### src/rtl/grf_scoreboard.sv
// General register file with NUM_RD bypassed read ports and a per-register busy scoreboard.
// Optional write trace display is compiled in with `define GRF_TRACE_EN.
module grf_scoreboard #(
    parameter int DATA_W   = 32,
    parameter int ADDR_W   = 5,
    parameter int NUM_RD   = 2,
    parameter int ZERO_REG = 1
) (
    input  logic                     clk,
    input  logic                     reset,
    input  logic [NUM_RD*ADDR_W-1:0] rd_addr,
    output logic [NUM_RD*DATA_W-1:0] rd_data,
    output logic [NUM_RD-1:0]        rd_busy,
    input  logic                     wr_en,
    input  logic [ADDR_W-1:0]        wr_addr,
    input  logic [DATA_W-1:0]        wr_data,
    input  logic [31:0]              wr_pc,
    input  logic                     rsv_en,
    input  logic [ADDR_W-1:0]        rsv_addr,
    input  logic                     flush,
    output logic [ADDR_W:0]          busy_cnt,
    output logic                     rsv_err
);

    localparam int DEPTH = 1 << ADDR_W;
    localparam bit ZR    = (ZERO_REG != 0);

    logic [DATA_W-1:0] regs_q [DEPTH];
    logic [DATA_W-1:0] regs_d [DEPTH];
    logic [DEPTH-1:0]  busy_q, busy_d;
    logic              rsv_err_q, rsv_err_d;

    logic wr_commit;
    logic rsv_ok;

    assign wr_commit = wr_en && !(ZR && (wr_addr == '0));
    assign rsv_ok    = rsv_en && !flush && !(ZR && (rsv_addr == '0));

    // NOTE: every always_comb output gets a default first so no path leaves it unassigned (no latches).
    always_comb begin
        regs_d = regs_q;
        if (wr_commit) begin
            regs_d[wr_addr] = wr_data;
        end
    end

    // Order matters: writeback clears, flush clears all, then a new reservation wins (WAW chain).
    always_comb begin
        busy_d = busy_q;
        if (wr_commit) begin
            busy_d[wr_addr] = 1'b0;
        end
        if (flush) begin
            busy_d = '0;
        end
        if (rsv_ok) begin
            busy_d[rsv_addr] = 1'b1;
        end
    end

    always_comb begin
        rsv_err_d = rsv_err_q;
        if (rsv_ok && busy_q[rsv_addr] && !(wr_commit && (wr_addr == rsv_addr))) begin
            rsv_err_d = 1'b1;
        end
    end

    // NOTE: the register array is reset because software-visible reset state is all zeros.
    // NOTE: sequential state uses non-blocking assignments only.
    always_ff @(posedge clk or negedge reset) begin
        if (!reset) begin
            for (int i = 0; i < DEPTH; i++) begin
                regs_q[i] <= '0;
            end
            busy_q    <= '0;
            rsv_err_q <= 1'b0;
        end else begin
            regs_q    <= regs_d;
            busy_q    <= busy_d;
            rsv_err_q <= rsv_err_d;
        end
    end

    for (genvar p = 0; p < NUM_RD; p++) begin : g_rd
        logic [ADDR_W-1:0] addr;
        logic              is_zero;
        logic              wr_hit;

        assign addr    = rd_addr[p*ADDR_W +: ADDR_W];
        assign is_zero = ZR && (addr == '0);
        assign wr_hit  = wr_en && (wr_addr == addr);

        assign rd_data[p*DATA_W +: DATA_W] = is_zero ? '0 :
                                             wr_hit  ? wr_data : regs_q[addr];
        assign rd_busy[p] = busy_q[addr] & ~wr_hit;
    end

    always_comb begin
        busy_cnt = '0;
        for (int i = 0; i < DEPTH; i++) begin
            busy_cnt = busy_cnt + {{ADDR_W{1'b0}}, busy_q[i]};
        end
    end

    assign rsv_err = rsv_err_q;

`ifdef GRF_TRACE_EN
    always_ff @(posedge clk) begin
        if (reset && wr_commit) begin
            $display("%0d@%h: $%0d <= %h", $time, wr_pc, wr_addr, wr_data);
        end
    end
`else
    // The PC only feeds the trace; fold it away when tracing is compiled out.
    logic unused_wr_pc;
    assign unused_wr_pc = ^wr_pc;
`endif

endmodule

### config.mk
export PLATFORM = sky130hd
export DESIGN_NAME = grf_scoreboard
export DESIGN_NICKNAME = d
export VERILOG_FILES = /design/src/rtl/grf_scoreboard.sv
export SDC_FILE = /design/constraint.sdc
export NUM_CORES = 2
export LEC_CHECK = 0
export BUFFER_PORTS_ARGS = -buffer_cell sky130_fd_sc_hd__clkbuf_2
export CAP_MARGIN = 30
export CORE_MARGIN = 4
export CORE_UTILIZATION = 50
export CTS_BUF_LIST = sky130_fd_sc_hd__clkbuf_4 sky130_fd_sc_hd__clkbuf_8
export CTS_CLUSTER_SIZE = 14
export DETAILED_ROUTE_END_ITERATION = 8
export GPL_TIMING_DRIVEN = 0
export PLACE_DENSITY_LB_ADDON = 0.05
export SYNTH_ARGS = -nofsm -noshare
export SYNTH_HDL_FRONTEND = slang
export SYNTH_SLANG_ARGS = --single-unit
### constraint.sdc
create_clock -name clk -period 5.9 [get_ports clk]
set_input_delay 0.59 -clock clk [delete_from_list [all_inputs] [get_ports clk]]
set_output_delay 0.59 -clock clk [all_outputs]
set_load 0.05 [all_outputs]
# Word-level counts from Yosys, hierarchy flattened
# Index checks and enable logic that the tools add are counted.
[totals] reg_bits=1057 inputBits=89 out_inout_bits=73 word_cells=133
[op_classes] add_sub_neg=31 n_lt_le_gt_ge=10 eq_ne=3 muxes=26 bitwise_logic=10 n_reduce_logical=19
[op_table] op="1024-bit bitwise mux" n=1
[op_table] op="32-bit two-way mux" n=12
[op_table] op="32-bit binary-select mux with 5-bit select" n=2
[op_table] op="32-bit demux with 5-bit select" n=1
[op_table] op="6-bit by 1-bit adder with 6-bit output" n=26
[op_table] op="32-bit AND" n=1
[op_table] op="32-bit NOT" n=1
[op_table] op="32-bit OR" n=1
[op_table] op="5-bit by 6-bit < comparator with 1-bit output (second input constant)" n=4
[op_table] op="5-bit logical NOT" n=4
[op_table] op="6-bit greater-or-equal comparator (second input constant)" n=3
[op_table] op="5-bit NOT with 6-bit output" n=3
[op_table] op="1-bit binary-select mux with 5-bit select" n=3
[op_table] op="5-bit equality test" n=3
[op_table] op="1-bit logical AND" n=11
[op_table] op="1-bit demux with 5-bit select" n=2
[op_table] op="5-bit by 1-bit greater-or-equal comparator with 1-bit output (second input constant)" n=2
[op_table] op="5-bit by 1-bit adder with 6-bit output" n=1
[op_table] op="6-bit by 1-bit < comparator with 1-bit output (second input constant)" n=1
[op_table] op="4-bit by 1-bit adder with 5-bit output" n=1
[op_table] op="1-bit two-way mux" n=5
[op_table] op="3-bit by 1-bit adder with 4-bit output" n=1
[op_table] op="1-bit logical NOT" n=4
[op_table] op="2-bit by 1-bit adder with 3-bit output" n=1
[op_table] op="other kinds (3)" n=5

# Longest topological paths before layout
[depth] word_depth=31 depth_mapped=14 mapped_depth_nobuf=14

# Least setup slack after synthesis
# No wires, ideal clock.
[synth_path] path_type="register -> output" startpoint="register busy_q[17]" endpoint="output port busy_cnt[4]" arrival_ns=4.816 required_ns=5.310 path_slack_ns=0.494 path_stages_with_launch=14 n_path_buf=0 path_cell_list="dfrtp_1 -> fa_1 -> inv_1 -> fa_1 -> fa_1 -> fa_1 -> fa_1 -> fa_1 -> inv_1 -> ha_1 -> fa_1 -> a21o_1 -> a21oi_1 -> xnor2_1"
[synth_between] elab_chain_cells=15
[synth_lines] item="start: declaration" line="30" source="logic [DEPTH-1:0] busy_q, busy_d;"
[synth_lines] item="start signal: assignment" line="79" source="busy_q <= busy_d;"
[synth_lines] item="6-bit by 1-bit adder with 6-bit output (15 in series)" line="101" source="busy_cnt = busy_cnt + {{ADDR_W{1'b0}}, busy_q[i]};"
[synth_lines] item="end: declaration" line="21" source="output logic [ADDR_W:0] busy_cnt,"
# Every way passes these cells.

# Final worst setup path
[layout_path] startpoint="register busy_q[19]" endpoint="output port busy_cnt[4]"
[layout_between] elab_chain_cells=13
[layout_lines] item="6-bit by 1-bit adder with 6-bit output (13 in series)" line="101"
# Every way passes these cells.

==> flow_results.xml <==
<?xml version="1.0" encoding="UTF-8"?>
<metrics>
  <group name="timing">
    <metric name="setup_viol" unit="">4</metric>
    <metric name="postLayoutSetupSlackWorst" unit="ns">-0.308</metric>
    <metric name="report.final.slew_viol_count" unit="">0</metric>
    <metric name="final-hold-violation-count" unit="">0</metric>
    <metric name="max-slew-margin-rel" unit="%">19.9</metric>
    <metric name="fin_worst_skew" unit="ns">0.0454</metric>
    <metric name="timing.final.crit_share" unit="%">105</metric>
    <metric name="tightestPinTransition" unit="ns">1.20</metric>
    <metric name="post_layout_minimum_cycle_time" unit="ns">6.21</metric>
    <metric name="fmax" unit="GHz">0.161</metric>
    <metric name="setup_repair_after_global_routing_missed_its_margin" unit="">true</metric>
  </group>
  <group name="synthesis">
    <metric name="yosys_most_used_dff" unit="">dfrtp_1</metric>
    <metric name="number_of_enable_type_register_cells_in_the_synthesized_netlist" unit="">0</metric>
    <metric name="yosys_warns" unit="">0</metric>
    <metric name="mapped_area" unit="sq um">58200</metric>
    <metric name="synth_area_per_cell" unit="sq um">14.0</metric>
    <metric name="synth_seq_area_share" unit="%">45.5</metric>
    <metric name="post_synth_num_cell_types" unit="">62</metric>
    <metric name="synthesis.nets" unit="">4272</metric>
    <metric name="postSynthRegisterBits" unit="">1057</metric>
    <metric name="synth-async-reset-ratio" unit="%">100</metric>
    <metric name="post_synth_inst_count" unit="">4152</metric>
  </group>
  <group name="routing">
    <metric name="drt_iter0_markers" unit="">7269</metric>
    <metric name="drt_first_pass_iters" unit="">6</metric>
    <metric name="final_antenna_net_count" unit="">0</metric>
    <metric name="residual_drc_count" unit="">0</metric>
    <metric name="detail_route.vias_per_cell" unit="">7.33</metric>
    <metric name="m1WireLength" unit="mm">106</metric>
    <metric name="wire_per_inst" unit="microns">46.0</metric>
    <metric name="highest_layer" unit="">met5</metric>
    <metric name="dr_total_vias" unit="">46100</metric>
    <metric name="route.met2.wl" unit="mm">114</metric>
    <metric name="finalWirelength" unit="mm">289</metric>
    <metric name="dr_wl_met3" unit="mm">45.2</metric>
  </group>
  <group name="clocking">
    <metric name="cts_inserted_buffers" unit="">186</metric>
    <metric name="htree_levels" unit="">4</metric>
    <metric name="max-clock-path-buffers" unit="">3</metric>
    <metric name="cts_tree" unit="">yes</metric>
    <metric name="clock-sinks" unit="">1057</metric>
    <metric name="cts_root_buffer" unit="">clkbuf_8</metric>
    <metric name="clkSlewWorstSetupHoldPaths" unit="ns">0.06</metric>
    <metric name="insertion_delay" unit="ns">0.99</metric>
  </group>
  <group name="hold_path">
    <metric name="hold_path_depth" unit="">3</metric>
    <metric name="worst_hold_path_type" unit="">input port to flip-flop</metric>
  </group>
  <group name="cells_and_area">
    <metric name="final_cell_count_no_fill" unit="">6288</metric>
    <metric name="syn_to_final_growth" unit="%">15.3</metric>
    <metric name="nNetsFinal" unit="">4737</metric>
    <metric name="layout_commonest_cell" unit="">dfrtp_1</metric>
    <metric name="drive_above_1_share" unit="%">46.5</metric>
    <metric name="n_fill_cell" unit="">9390</metric>
    <metric name="post-route-cell-area" unit="sq um">67100</metric>
    <metric name="most-common-layout-cells" unit="">dfrtp_1 (1054), mux2_2 (999), mux4_2 (406)</metric>
  </group>
  <group name="critical_path">
    <metric name="cp-end-kind" unit="">primary output</metric>
    <metric name="r2r_slack" unit="ns">3.99</metric>
    <metric name="number_of_cells_on_the_worst_reg_to_reg_path" unit="">6</metric>
    <metric name="path_depth" unit="">14</metric>
    <metric name="cpMostUsedCell" unit="">fa_1</metric>
    <metric name="critical-path-top-delay-family" unit="">adder cells</metric>
    <metric name="critical_path.max_stage_delay" unit="ns">0.54</metric>
    <metric name="critPathArrivalTime" unit="ns">5.62</metric>
    <metric name="start_kind" unit="">flip-flop</metric>
    <metric name="required" unit="ns">5.31</metric>
    <metric name="crit_fanout" unit="">2</metric>
    <metric name="worstPathCellList" unit="">fa_1 &gt; inv_2 &gt; fa_1 &gt; fa_1 &gt; fa_1 &gt; fa_1 &gt; fa_1 &gt; inv_2 &gt; ha_4 &gt; fa_2 &gt; a21o_1 &gt; a21oi_2 &gt; xnor2_1 &gt; clkbuf_8</metric>
    <metric name="critical_path.slowest_cell" unit="">fa_1</metric>
    <metric name="worstSetupPathType" unit="">flip-flop to primary output</metric>
    <metric name="timing.critical_path.buf_inv" unit="">3</metric>
  </group>
  <group name="floorplanning">
    <metric name="io_pins" unit="">162</metric>
    <metric name="core" unit="sq um">115000</metric>
    <metric name="die_ar" unit="sq um">122000</metric>
    <metric name="initial_core_util" unit="%">50.6</metric>
    <metric name="fp.dieH" unit="microns">349</metric>
    <metric name="placement_rows" unit="">124</metric>
    <metric name="die-width" unit="microns">349</metric>
  </group>
  <group name="place">
    <metric name="place.gp.congestion" unit="">1.05</metric>
    <metric name="post-dp-hpwl" unit="mm">204</metric>
    <metric name="post-place-cells" unit="">5900</metric>
    <metric name="post_dp_cell_area" unit="sq um">62600</metric>
    <metric name="buffer_ports.inserted" unit="">119</metric>
  </group>
  <group name="grt">
    <metric name="wire_length_of_the_first_global_routing_pass" unit="mm">385</metric>
    <metric name="grt_antenna_before_repair" unit="">25</metric>
    <metric name="grt_overflow_total" unit="">0</metric>
    <metric name="grt_pass1_vias" unit="">44200</metric>
    <metric name="maximum_number_of_pins_on_one_net_before_global_route_repair" unit="">111</metric>
    <metric name="total_global_routing_track_utilization" unit="%">47.3</metric>
  </group>
  <group name="power_and_ir_drop">
    <metric name="cellLeakagePower" unit="nW">29.7</metric>
    <metric name="pwr_density_cell" unit="nW/um^2">334</metric>
    <metric name="ir_drop" unit="mV">0.255</metric>
    <metric name="design_power_total" unit="mW">22.4</metric>
  </group>
  <group name="status">
    <metric name="violations" unit="">setup timing</metric>
    <metric name="status" unit="">finished with violations</metric>
  </group>
  <group name="job">
    <metric name="max_cap_violation_count" unit="">0</metric>
  </group>
</metrics>
-- where the power goes --
group / switching [mW] / internal [mW] / total [mW]
Clock: 3.39 / 4.07 / 7.46
Combinational: 2.79 / 2.53 / 5.32
Sequential: 1.03 / 8.58 / 9.61
-- tightest hold or removal path, cell delays in order --
cell,delay [ns]
clkbuf_2,0.15
nand2b_1,0.15
o32ai_1,0.09
-- worst paths after layout --
path,from,to
worst max-delay path,busy_q[19],busy_cnt[4]
worst min-delay path,rsv_addr[4],busy_q[21]
worst max register to register,busy_q[21],rsv_err
worst min register to register,regs_q[1014],regs_q[1014]
max in group asynchronous,reset,regs_q[689]
min in group asynchronous,reset,regs_q[889]
-- what timing repair did --
item,in CTS,in global routing
buffers inserted,7,2
hold endpoints to repair,114,0
hold buffers,28,0
gates resized for setup,19,7
endpoints found under the setup margin,5,5
pin swaps,15,6
-- cell families after synthesis --
| family | after synthesis | share of synthesized area, % |
|---|---|---|
| xor+xnor | 17 | 0.256 |
| compound gates | 533 | 6.44 |
| simple gates | 286 | 2.40 |
| fa+ha+maj | 31 | 0.976 |
| mux | 1711 | 40.3 |
| flops | 1057 | 45.5 |
| buf+inv | 517 | 4.15 |
-- synth_stat cells, types with 15 or more instances --
cell / n / area, sq um
a211oi_1: 16 / 120
a21oi_1: 90 / 450
a221oi_1: 25 / 219
a22oi_1: 149 / 1120
a31oi_1: 15 / 93.8
buf_1: 40 / 150
buf_2: 97 / 485
buf_4: 38 / 285
buf_6: 23 / 259
clkbuf_1: 262 / 983
dfrtp_1: 1057 / 26500
fa_1: 24 / 480
inv_1: 51 / 191
mux2_2: 999 / 11200
mux2i_1: 303 / 3030
mux4_2: 406 / 9140
nand2_1: 115 / 432
nand3_1: 22 / 110
nand3b_1: 24 / 180
nor2_1: 47 / 176
o2111ai_1: 23 / 201
o211ai_1: 22 / 165
o21ai_0: 68 / 340
o22a_1: 15 / 131
o22ai_1: 34 / 213
o2bb2ai_1: 16 / 140
-- registers in the layout, summed over array words and instances, names as in the netlist --
name	flops
busy_q	32
regs_q	1024
rsv_err	1
-- cell type report --
class | count | area (sq um) | share of cell area [%]
plain buffers | 464 | 2250 | 3.35
well taps | 1512 | 1890 | 2.82
multi-input cells | 2578 | 29400 | 43.7
diodes | 18 | 45.0 | 0.0671
clock buffers | 298 | 3640 | 5.43
inverters | 53 | 199 | 0.296
flip-flops and latches | 1057 | 26500 | 39.4
repair buffers | 277 | 2970 | 4.42
clock inverters | 31 | 313 | 0.466
-- metal layers --
layer	global-route usage, %	vias to the layer above
met5	1.57	-
met4	31.8	22
met3	24.3	1038
met2	62.4	3911
li1	-	16900
met1	60.2	24200
-- through the flow --
step / util (%) / setup WS, ns / hold WS, ns / TNS [ns]
CTS: 58.3 / -0.387 / 0.00219 / -0.983
finish: 58.4 / -0.308 / 0.0350 / -0.615
global placement: 52.8 / -22.66 / 0.457 / -
detailed placement: 54.5 / 0.332 / 0.467 / 0
floorplan: - / 0.494 / 0.294 / 0
global route: 58.4 / -0.475 / 0.0341 / -1.31
Power figures use the tool's default switching activity.
